==> src/rtl/button_bcd_counter_if.sv <==
// Button/display bundle for the BCD push-button counter.
// The state fields carry each debouncer's FSM state: 0 idle, 1 press_wait, 2 held, 3 release_wait.
interface button_bcd_counter_if;
   logic        btn_up;
   logic        btn_down;
   logic        clear;
   logic [15:0] Data;
   logic        wrap;
   logic [1:0]  up_state;
   logic [1:0]  down_state;

   modport master (
      output btn_up, btn_down, clear,
      input  Data, wrap, up_state, down_state
   );

   modport slave (
      input  btn_up, btn_down, clear,
      output Data, wrap, up_state, down_state
   );
endinterface

==> src/rtl/button_bcd_counter.sv <==
// Two debounced push-buttons stepping a 4-digit packed BCD counter up or down,
// with synchronous clear and a one-cycle roll-over pulse.
module bcd_btn_debounce #(
   parameter int DEBOUNCE_CYCLES = 1000000
) (
   input  logic       clk,
   input  logic       rst_n,
   input  logic       raw,
   output logic       press,
   output logic [1:0] state_dbg
);
   localparam int CW = $clog2(DEBOUNCE_CYCLES + 1);
   localparam logic [CW-1:0] CNT_MAX  = CW'(DEBOUNCE_CYCLES);
   localparam logic [CW-1:0] CNT_LAST = CW'(DEBOUNCE_CYCLES - 1);
   localparam logic [CW-1:0] CNT_ONE  = CW'(1);

   typedef enum logic [1:0] {
      IDLE         = 2'd0,
      PRESS_WAIT   = 2'd1,
      HELD         = 2'd2,
      RELEASE_WAIT = 2'd3
   } state_e;

   state_e        state_q, state_d;
   logic [CW-1:0] cnt_q, cnt_d, cnt_inc;
   logic          sync1_q, sync1_d;
   logic          sync2_q, sync2_d;
   logic          press_q, press_d;

   assign cnt_inc = (cnt_q == CNT_MAX) ? cnt_q : cnt_q + 1'b1;

   // cnt counts consecutive synced cycles at the new level, including the entry cycle.
   always_comb begin
      sync1_d = raw;
      sync2_d = sync1_q;
      state_d = state_q;
      cnt_d   = cnt_q;
      press_d = 1'b0;
      case (state_q)
         IDLE: begin
            if (sync2_q) begin
               state_d = PRESS_WAIT;
               cnt_d   = CNT_ONE;
            end else begin
               cnt_d = '0;
            end
         end
         PRESS_WAIT: begin
            if (!sync2_q) begin
               state_d = IDLE;
               cnt_d   = '0;
            end else if (cnt_q >= CNT_LAST) begin
               state_d = HELD;
               cnt_d   = '0;
               press_d = 1'b1;
            end else begin
               cnt_d = cnt_inc;
            end
         end
         HELD: begin
            if (!sync2_q) begin
               state_d = RELEASE_WAIT;
               cnt_d   = CNT_ONE;
            end else begin
               cnt_d = '0;
            end
         end
         RELEASE_WAIT: begin
            if (sync2_q) begin
               state_d = HELD;
               cnt_d   = '0;
            end else if (cnt_q >= CNT_LAST) begin
               state_d = IDLE;
               cnt_d   = '0;
            end else begin
               cnt_d = cnt_inc;
            end
         end
         default: begin
            state_d = IDLE;
            cnt_d   = '0;
         end
      endcase
   end

   always_ff @(posedge clk or negedge rst_n) begin
      if (!rst_n) begin
         sync1_q <= 1'b0;
         sync2_q <= 1'b0;
         state_q <= IDLE;
         cnt_q   <= '0;
         press_q <= 1'b0;
      end else begin
         sync1_q <= sync1_d;
         sync2_q <= sync2_d;
         state_q <= state_d;
         cnt_q   <= cnt_d;
         press_q <= press_d;
      end
   end

   assign press     = press_q;
   assign state_dbg = state_q;
endmodule

module button_bcd_counter #(
   parameter int DEBOUNCE_CYCLES = 1000000
) (
   input  logic                 CLK_in,
   input  logic                 RST_n,
   button_bcd_counter_if.slave  bus
);
   logic        up_evt, dn_evt;
   logic [15:0] data_q, data_d;
   logic        wrap_q, wrap_d;
   logic [15:0] inc_val, dec_val;
   logic        inc_c, dec_b;

   bcd_btn_debounce #(.DEBOUNCE_CYCLES(DEBOUNCE_CYCLES)) u_up (
      .clk       (CLK_in),
      .rst_n     (RST_n),
      .raw       (bus.btn_up),
      .press     (up_evt),
      .state_dbg (bus.up_state)
   );

   bcd_btn_debounce #(.DEBOUNCE_CYCLES(DEBOUNCE_CYCLES)) u_down (
      .clk       (CLK_in),
      .rst_n     (RST_n),
      .raw       (bus.btn_down),
      .press     (dn_evt),
      .state_dbg (bus.down_state)
   );

   // Ripple carry/borrow across digits; a carry or borrow out of the top digit is the roll-over.
   always_comb begin
      inc_val = data_q;
      dec_val = data_q;
      inc_c   = 1'b1;
      dec_b   = 1'b1;
      for (int i = 0; i < 4; i++) begin
         if (inc_c) begin
            if (data_q[i*4 +: 4] == 4'd9) begin
               inc_val[i*4 +: 4] = 4'd0;
            end else begin
               inc_val[i*4 +: 4] = data_q[i*4 +: 4] + 4'd1;
               inc_c = 1'b0;
            end
         end
         if (dec_b) begin
            if (data_q[i*4 +: 4] == 4'd0) begin
               dec_val[i*4 +: 4] = 4'd9;
            end else begin
               dec_val[i*4 +: 4] = data_q[i*4 +: 4] - 4'd1;
               dec_b = 1'b0;
            end
         end
      end
   end

   always_comb begin
      data_d = data_q;
      wrap_d = 1'b0;
      if (bus.clear) begin
         data_d = 16'h0000;
      end else if (up_evt && !dn_evt) begin
         data_d = inc_val;
         wrap_d = inc_c;
      end else if (dn_evt && !up_evt) begin
         data_d = dec_val;
         wrap_d = dec_b;
      end
   end

   always_ff @(posedge CLK_in or negedge RST_n) begin
      if (!RST_n) begin
         data_q <= 16'h0000;
         wrap_q <= 1'b0;
      end else begin
         data_q <= data_d;
         wrap_q <= wrap_d;
      end
   end

   assign bus.Data = data_q;
   assign bus.wrap = wrap_q;
endmodule

==> src/flat_wrapper.sv <==
// flat-port wrapper written by rule: the top's interface ports become plain ports
module button_bcd_counter_flat 
#(
   parameter int DEBOUNCE_CYCLES = 1000000
)
  (CLK_in, RST_n, bus_btn_up, bus_btn_down, bus_clear, bus_Data, bus_wrap, bus_up_state, bus_down_state);
  button_bcd_counter_if bus_i ();
  input  logic CLK_in;
  input  logic RST_n;
  input wire logic [$bits(bus_i.btn_up)-1:0] bus_btn_up;
  input wire logic [$bits(bus_i.btn_down)-1:0] bus_btn_down;
  input wire logic [$bits(bus_i.clear)-1:0] bus_clear;
  output wire logic [$bits(bus_i.Data)-1:0] bus_Data;
  output wire logic [$bits(bus_i.wrap)-1:0] bus_wrap;
  output wire logic [$bits(bus_i.up_state)-1:0] bus_up_state;
  output wire logic [$bits(bus_i.down_state)-1:0] bus_down_state;
  assign bus_i.btn_up = bus_btn_up;
  assign bus_i.btn_down = bus_btn_down;
  assign bus_i.clear = bus_clear;
  assign bus_Data = bus_i.Data;
  assign bus_wrap = bus_i.wrap;
  assign bus_up_state = bus_i.up_state;
  assign bus_down_state = bus_i.down_state;
  button_bcd_counter #(.DEBOUNCE_CYCLES(DEBOUNCE_CYCLES)) u_core (.CLK_in(CLK_in), .RST_n(RST_n), .bus(bus_i));
endmodule
==> config.mk <==
export PLATFORM = sky130hd
export DESIGN_NAME = button_bcd_counter_flat
export DESIGN_NICKNAME = d
export VERILOG_FILES = /design/src/rtl/button_bcd_counter_if.sv /design/src/rtl/button_bcd_counter.sv /design/src/flat_wrapper.sv
export SDC_FILE = /design/constraint.sdc
export NUM_CORES = 1
export LEC_CHECK = 0
export ABC_CLOCK_PERIOD_IN_PS = 3950
export BUFFER_PORTS_ARGS = -buffer_cell sky130_fd_sc_hd__buf_2
export CAP_MARGIN = 20
export CORE_MARGIN = 2
export CORE_UTILIZATION = 60
export DETAILED_ROUTE_END_ITERATION = 8
export PLACE_DENSITY = 0.79
export SLEW_MARGIN = 40
export SYNTH_ARGS = -nofsm -noshare
export SYNTH_HDL_FRONTEND = slang
export SYNTH_SLANG_ARGS = --single-unit
==> constraint.sdc <==
create_clock -name CLK_in -period 3.95 [get_ports CLK_in]
set_clock_uncertainty 0.2 [all_clocks]
set_input_delay 0.79 -clock CLK_in [delete_from_list [all_inputs] [get_ports CLK_in]]
set_output_delay 0.79 -clock CLK_in [all_outputs]
set_load 0.005 [all_outputs]
* Yosys cells after proc, flatten, opt, wreduce, memory -nomap -nowiden
Cells that the tools add are included.
** Word-level totals
- Output and inout bits :: 21
- Input port bits :: 5
- Register bits after elaboration :: 67
** Operators by class
- Multiplexer cells :: 68
- $add $sub $neg :: 10
- $lt $le $gt $ge :: 2
- Equal/unequal tests :: 23
- Reduce and logical (&&, ||, !) cells :: 19
** Operator list (number)
- 20-bit two-way mux :: 8
- 20-bit case mux with 4 select lines :: 2
- 4-bit two-way mux :: 14
- 16-bit two-way mux :: 3
- 20-bit by 1-bit adder with 20-bit output, second input constant :: 2
- 20-bit equality test, second input constant :: 2
- 20-bit greater-or-equal comparator, second input constant :: 2
- 1-bit two-way mux :: 27
- 2-bit two-way mux :: 12
- 4-bit by 1-bit adder with 4-bit output, second input constant :: 4
- 4-bit equality test, second input constant :: 4
- 4-bit zero test :: 4
- 2-bit case mux with 4 select lines :: 2
- 4-bit by 1-bit subtractor with 4-bit output, second input constant :: 4
- 3-bit inequality test, second input constant :: 4
- 3-bit nonzero test :: 4
- 3-bit by 2-bit inequality test with 1-bit output, second input constant :: 3
- 3-bit AND reduction :: 3
- 2-bit equality test, second input constant :: 4
- 2-bit inequality test, second input constant :: 4
- 4-bit AND reduction :: 2
- 2-bit by 1-bit equality test with 1-bit output, second input constant :: 2
- 2-bit zero test :: 2
- 1-bit logical AND :: 2
- 1-bit zero test :: 2

* Depth between registers and ports, before layout
- Depth in word-level cells :: 8
- Depth in mapped cells :: 8
- Mapped depth without buffers :: 7

* Hierarchy
Synthesis repeated with hierarchy kept, for this count alone.
** Unflattened totals
- Cells, all modules :: 438
- Area total of the unflattened synthesis :: 4055.1 sq um
** By module, submodules not included
- button_bcd_counter :: area each 1547.7 sq um, seq. area each 425.4 sq um, instances 1, cells an instance 194
- bcd_btn_debounce at u_core.u_up :: area each 1261.2 sq um, seq. area each 625.6 sq um, instances 1, cells an instance 124
- bcd_btn_debounce at u_core.u_down :: area each 1246.2 sq um, seq. area each 625.6 sq um, instances 1, cells an instance 120

* Worst setup path before layout
OpenSTA, ideal clock, no wires.
- Path type :: flip-flop to flip-flop
- From :: register u_core.data_q[4] (netlist: u_core.bus.Data[4])
- To :: register u_core.data_q[14] (netlist: u_core.bus.Data[14])
- Arrival time :: 1.965 ns
- Setup slack :: 1.686 ns
- Cell stages (with the launch flop) :: 7
- Library setup time :: 0.099 ns
- Path through :: dfrtp_1 -> inv_1 -> ha_1 -> or3b_4 -> o41ai_4 -> a21oi_1 -> a311oi_1
** Between the ends
- Word-level cells in the longest chain between the ends :: 6
- Elaborated cells between the ends (all ways) :: 11
- Those cells by class :: 2 x eq/ne; 6 x mux; 3 x reduce/logical
** RTL lines
- start: declaration :: RTL line button_bcd_counter.sv:114 : logic [15:0] data_q, data_d;
- start signal: assignment :: RTL line button_bcd_counter.sv:180 : data_q <= data_d;
- 4-bit equality test / 4-bit zero test (equally long branches) :: RTL line button_bcd_counter.sv:143, button_bcd_counter.sv:151
- 1-bit two-way mux (on tied branches) :: RTL line button_bcd_counter.sv:143, button_bcd_counter.sv:151
- 1-bit two-way mux (on tied branches) (2 in a row) :: RTL line button_bcd_counter.sv:142, button_bcd_counter.sv:150
- 3-bit by 2-bit inequality test with 1-bit output (no source line) / 3-bit nonzero test (equally long branches)
- 3-bit AND reduction (no source line) *
Mark *: on every way between the ends. The rest lies on a longest branch, timed or not.
A chain may end at the register's enable or synchronous reset.

* Worst setup path in the final report
- From :: register u_core.data_q[8] (netlist: u_core.bus.Data[8])
- To :: register u_core.data_q[14] (netlist: u_core.bus.Data[14])
** Between the ends
- Word-level cells in the longest chain between the ends :: 5
- Elaborated cells between the ends (all ways) :: 9
- Those cells by class :: 2 x eq/ne; 4 x mux; 3 x reduce/logical
** RTL lines (RTL line)
- 4-bit equality test / 4-bit zero test (equally long branches) :: button_bcd_counter.sv:143, button_bcd_counter.sv:151
- 1-bit two-way mux (on tied branches) :: button_bcd_counter.sv:143, button_bcd_counter.sv:151
- 1-bit two-way mux (on tied branches) :: button_bcd_counter.sv:142, button_bcd_counter.sv:150
- 3-bit by 2-bit inequality test with 1-bit output (no source line) / 3-bit nonzero test (equally long branches)
- 3-bit AND reduction (no source line) *
Marked as above.

==> run_results.csv <==
group,metric,value,unit
run_status,outcome,"completed",
cts,post_cts_buffers,0,
synth,async_reset_ff_frac,1.00,
global_route,overflow,0,
placed_design,place_ws,1.48,ns
drt,ant_nets,0,
synth,yosysSeqAreaShare,0.427,
timing,finalCriticalPeriod,2.50,ns
placed_design,post-dp-hpwl,5370,um
cts,clk_pin_slew_worst_paths,0.08,ns
synth,yosysUniqueCellTypes,56,
synth,synth_top_area_cell,"dfrtp_1",
layout,drive_above_1_share,0.129,
timing,hold_viol_final,0,
cts,cts_resized,0,
cts,cts_tree,"built",
synth,synthCells,423,
placed_design,io_buffers,25,
drt,vias,3231,
synth,synthTopCellsByArea,"dfrtp_1, nor2_1, ha_1",
synth,yosys_warnings,0,
drt,first_pass_iters,5,
global_route,grt_max_degree,30,
timing,rsz0062_at_grt,"false",
placed_design,gp_congestion,0.828,
drt,viasPerCell,6.05,
synth,synth_area_per_cell,9.27,um2
cts,root_buffer,"clkbuf_8",
synth,synth_nets,444,
global_route,grt_use_total,0.240,
timing,tightest_slew,0.732,ns
floorplanning,rows,29,
floorplanning,coreArea,6350,um2
floorplanning,die_h,84.9,um
synth,synth.top_cell.area_share,0.427,
synth,synth-main-ff-cell,"dfrtp_1",
worst_setup_path,slowest_delay,0.48,ns
cts,cts_inserted_buffers,9,
floorplanning,dieArea,7200,um2
floorplanning,io_pins,26,
power,vdd_ir_drop_max,294,uV
layout,utilization,0.690,
layout,fillers,484,
hold_path,hold_path.class,"reg -> reg",
worst_setup_path,critPathKind,"reg -> reg",
timing,fin_tns_setup,0,ns
flow_run,maxCapViolCount,0,
synth,synth_edf_count,0,
timing,slew_violations,0,
cts,clock-sinks,67,
synth,ys_ff_latch,67,
worst_setup_path,worstRegToRegCells,7,
power,leakagePower,1.89,nW
power,power_density,428,nW/um2
worst_setup_path,path_cells,"inv_1, ha_1, nor3b_1, nand2_1, o41ai_4, a21oi_1, a311oi_1",
global_route,antenna_found_initial,0,
worst_setup_path,crit_path_start_kind,"flip-flop",
timing,relSlewSlack,0.511,
cts,clk_latency,0.35,ns
timing,max_freq,0.400,GHz
drt,initialDrtViolationCount,254,
floorplanning,start_util,0.618,
worst_setup_path,worstPathMaxFanout,8,
drt,routed_wl,8010,um
cts,cts_hold_buf,0,
worst_setup_path,cp.arrival,2.56,ns
layout,n_antenna_cell,0,
timing,finalSetupViolCount,0,
synth,netlist_area,3920,um2
worst_setup_path,worst_setup_path_end_kind,"flip-flop",
timing,period_share,0.634,
layout,final_nets,473,
hold_path,whs_path_depth,0,
global_route,grt_pass1_wl,14000,um
timing,setup_ws,1.45,ns
worst_setup_path,crit_slowest_cell,"dfrtp_1",
global_route,grt_pass1_vias,3089,
cts,htreeDepth,3,
drt,drc,0,
drt,routedWlPerCell,15.0,um
worst_setup_path,crit_required,4.01,ns
floorplanning,die_w,84.9,um
cts,cts_buffer_depth,2,
layout,synthToLayoutAreaGrowth,11.7,%
cells by family (layout without fill, tap and decap cells):
group / Yosys count / count (layout) / share of synthesized area
AND/OR/NAND/NOR: 196 / 196 / 0.265
AO/OA/AOI/OAI: 72 / 72 / 0.127
flip-flops: 67 / 67 / 0.427
XOR/XNOR: 36 / 36 / 0.0804
buffers and inverters: 30 / 64 / 0.0319
adder cells (fa/ha/maj): 16 / 16 / 0.0510
multiplexers: 6 / 6 / 0.0166
placed cells by master, fill, tap and decap left out, types with 3 or more instances in the layout:
| master | instances |
|---|---|
| nor4_1 | 6 |
| or4_1 | 3 |
| buf_2 | 25 |
| and3b_1 | 4 |
| nor2_1 | 58 |
| and3_1 | 6 |
| a311oi_1 | 3 |
| nor4b_1 | 5 |
| nand2b_1 | 5 |
| xnor2_1 | 16 |
| nor3b_1 | 4 |
| buf_4 | 3 |
| nor4bb_1 | 4 |
| nand3_1 | 18 |
| a31oi_1 | 4 |
| xor2_1 | 20 |
| bufinv_16 | 4 |
| nor2b_1 | 4 |
| nor3_1 | 11 |
| clkbuf_8 | 9 |
| mux2_2 | 4 |
| nand4_1 | 12 |
| and2_1 | 8 |
| inv_1 | 20 |
| nand2_1 | 32 |
| o21ai_0 | 19 |
| ha_1 | 16 |
| and4_1 | 3 |
| a21oi_1 | 14 |
| a32oi_1 | 3 |
| o31ai_1 | 10 |
| dfrtp_1 | 67 |
| or2_2 | 3 |
| or3_1 | 3 |
through the flow:
step	hold slack [ns]	std cells	power, mW	instance area, um2
finish	0.155	534	1.88	4380
global route	0.164	534	1.96	4380
CTS	0.157	534	1.88	4380
detailed placement	0.139	518	1.12	4120
global placement	0.136	518	1.11	4120
floorplan	0.131	423	1.02	3920
final timing paths:
| kind | from | end | slack [ns] |
|---|---|---|---|
| max | u_core.bus.Data[8] | u_core.bus.Data[14] | 1.45 |
| min | u_core.u_up.sync1_q | u_core.u_up.sync2_q | 0.16 |
| max reg2reg | u_core.bus.Data[8] | u_core.bus.Data[14] | 1.45 |
| min reg2reg | u_core.u_up.sync1_q | u_core.u_up.sync2_q | 0.16 |
| max in group asynchronous | RST_n | u_core.u_up.cnt_q[18] | 2.49 |
| min in group asynchronous | RST_n | u_core.bus.Data[4] | 0.23 |
layout make-up:
class                           instances  area (um2)  area share
Tap cell                               77        96.3      0.0220
Timing Repair Buffer                   28         148      0.0337
Clock buffer                           10         128      0.0291
Multi-Input combinational cell        326        2120       0.484
Sequential cell                        67        1680       0.383
Inverter                               20        75.1      0.0171
Clock inverter                          6         136      0.0311
critical path, delay by kind of cell (launching register included):
family	cells	cell delay [ns]
compound gates	3	0.85
flops	1	0.48
simple gates	2	0.52
fa+ha+maj	1	0.22
buf+inv	1	0.14
synthesized netlist by cell type (3+ instances only):
cell	instances
dfrtp_1	67
nor2_1	58
nand2_1	32
inv_1	20
xor2_1	20
o21ai_0	19
nand3_1	18
ha_1	16
xnor2_1	16
a21oi_1	14
nand4_1	12
nor3_1	11
o31ai_1	10
and2_1	8
and3_1	6
nor4_1	6
clkbuf_1	5
nand2b_1	5
nor4b_1	5
a31oi_1	4
and3b_1	4
mux2_2	4
nor2b_1	4
nor3b_1	4
nor4bb_1	4
a311oi_1	3
a32oi_1	3
and4_1	3
buf_2	3
or2_2	3
or3_1	3
or4_1	3
report_power, final:
part	leakage [nW]	switching (mW)	internal [mW]
Combinational	0.856	0.168	0.140
Clock	0.127	0.284	0.486
Sequential	0.905	0.0740	0.724
Total	1.89	0.526	1.35
metal layers:
metal | global-route usage | up-vias | part of all wire | routed length [um]
li1 | - | 1562 | - | -
met1 | 0.334 | 1573 | 0.50 | 3970
met2 | 0.371 | 83 | 0.45 | 3610
met3 | 0.0525 | 13 | 0.039 | 309
met4 | 0.0924 | 0 | 0.015 | 121
met5 | 0 | - | 0 | 0
No activity file was read; power rests on OpenSTA's default activity.
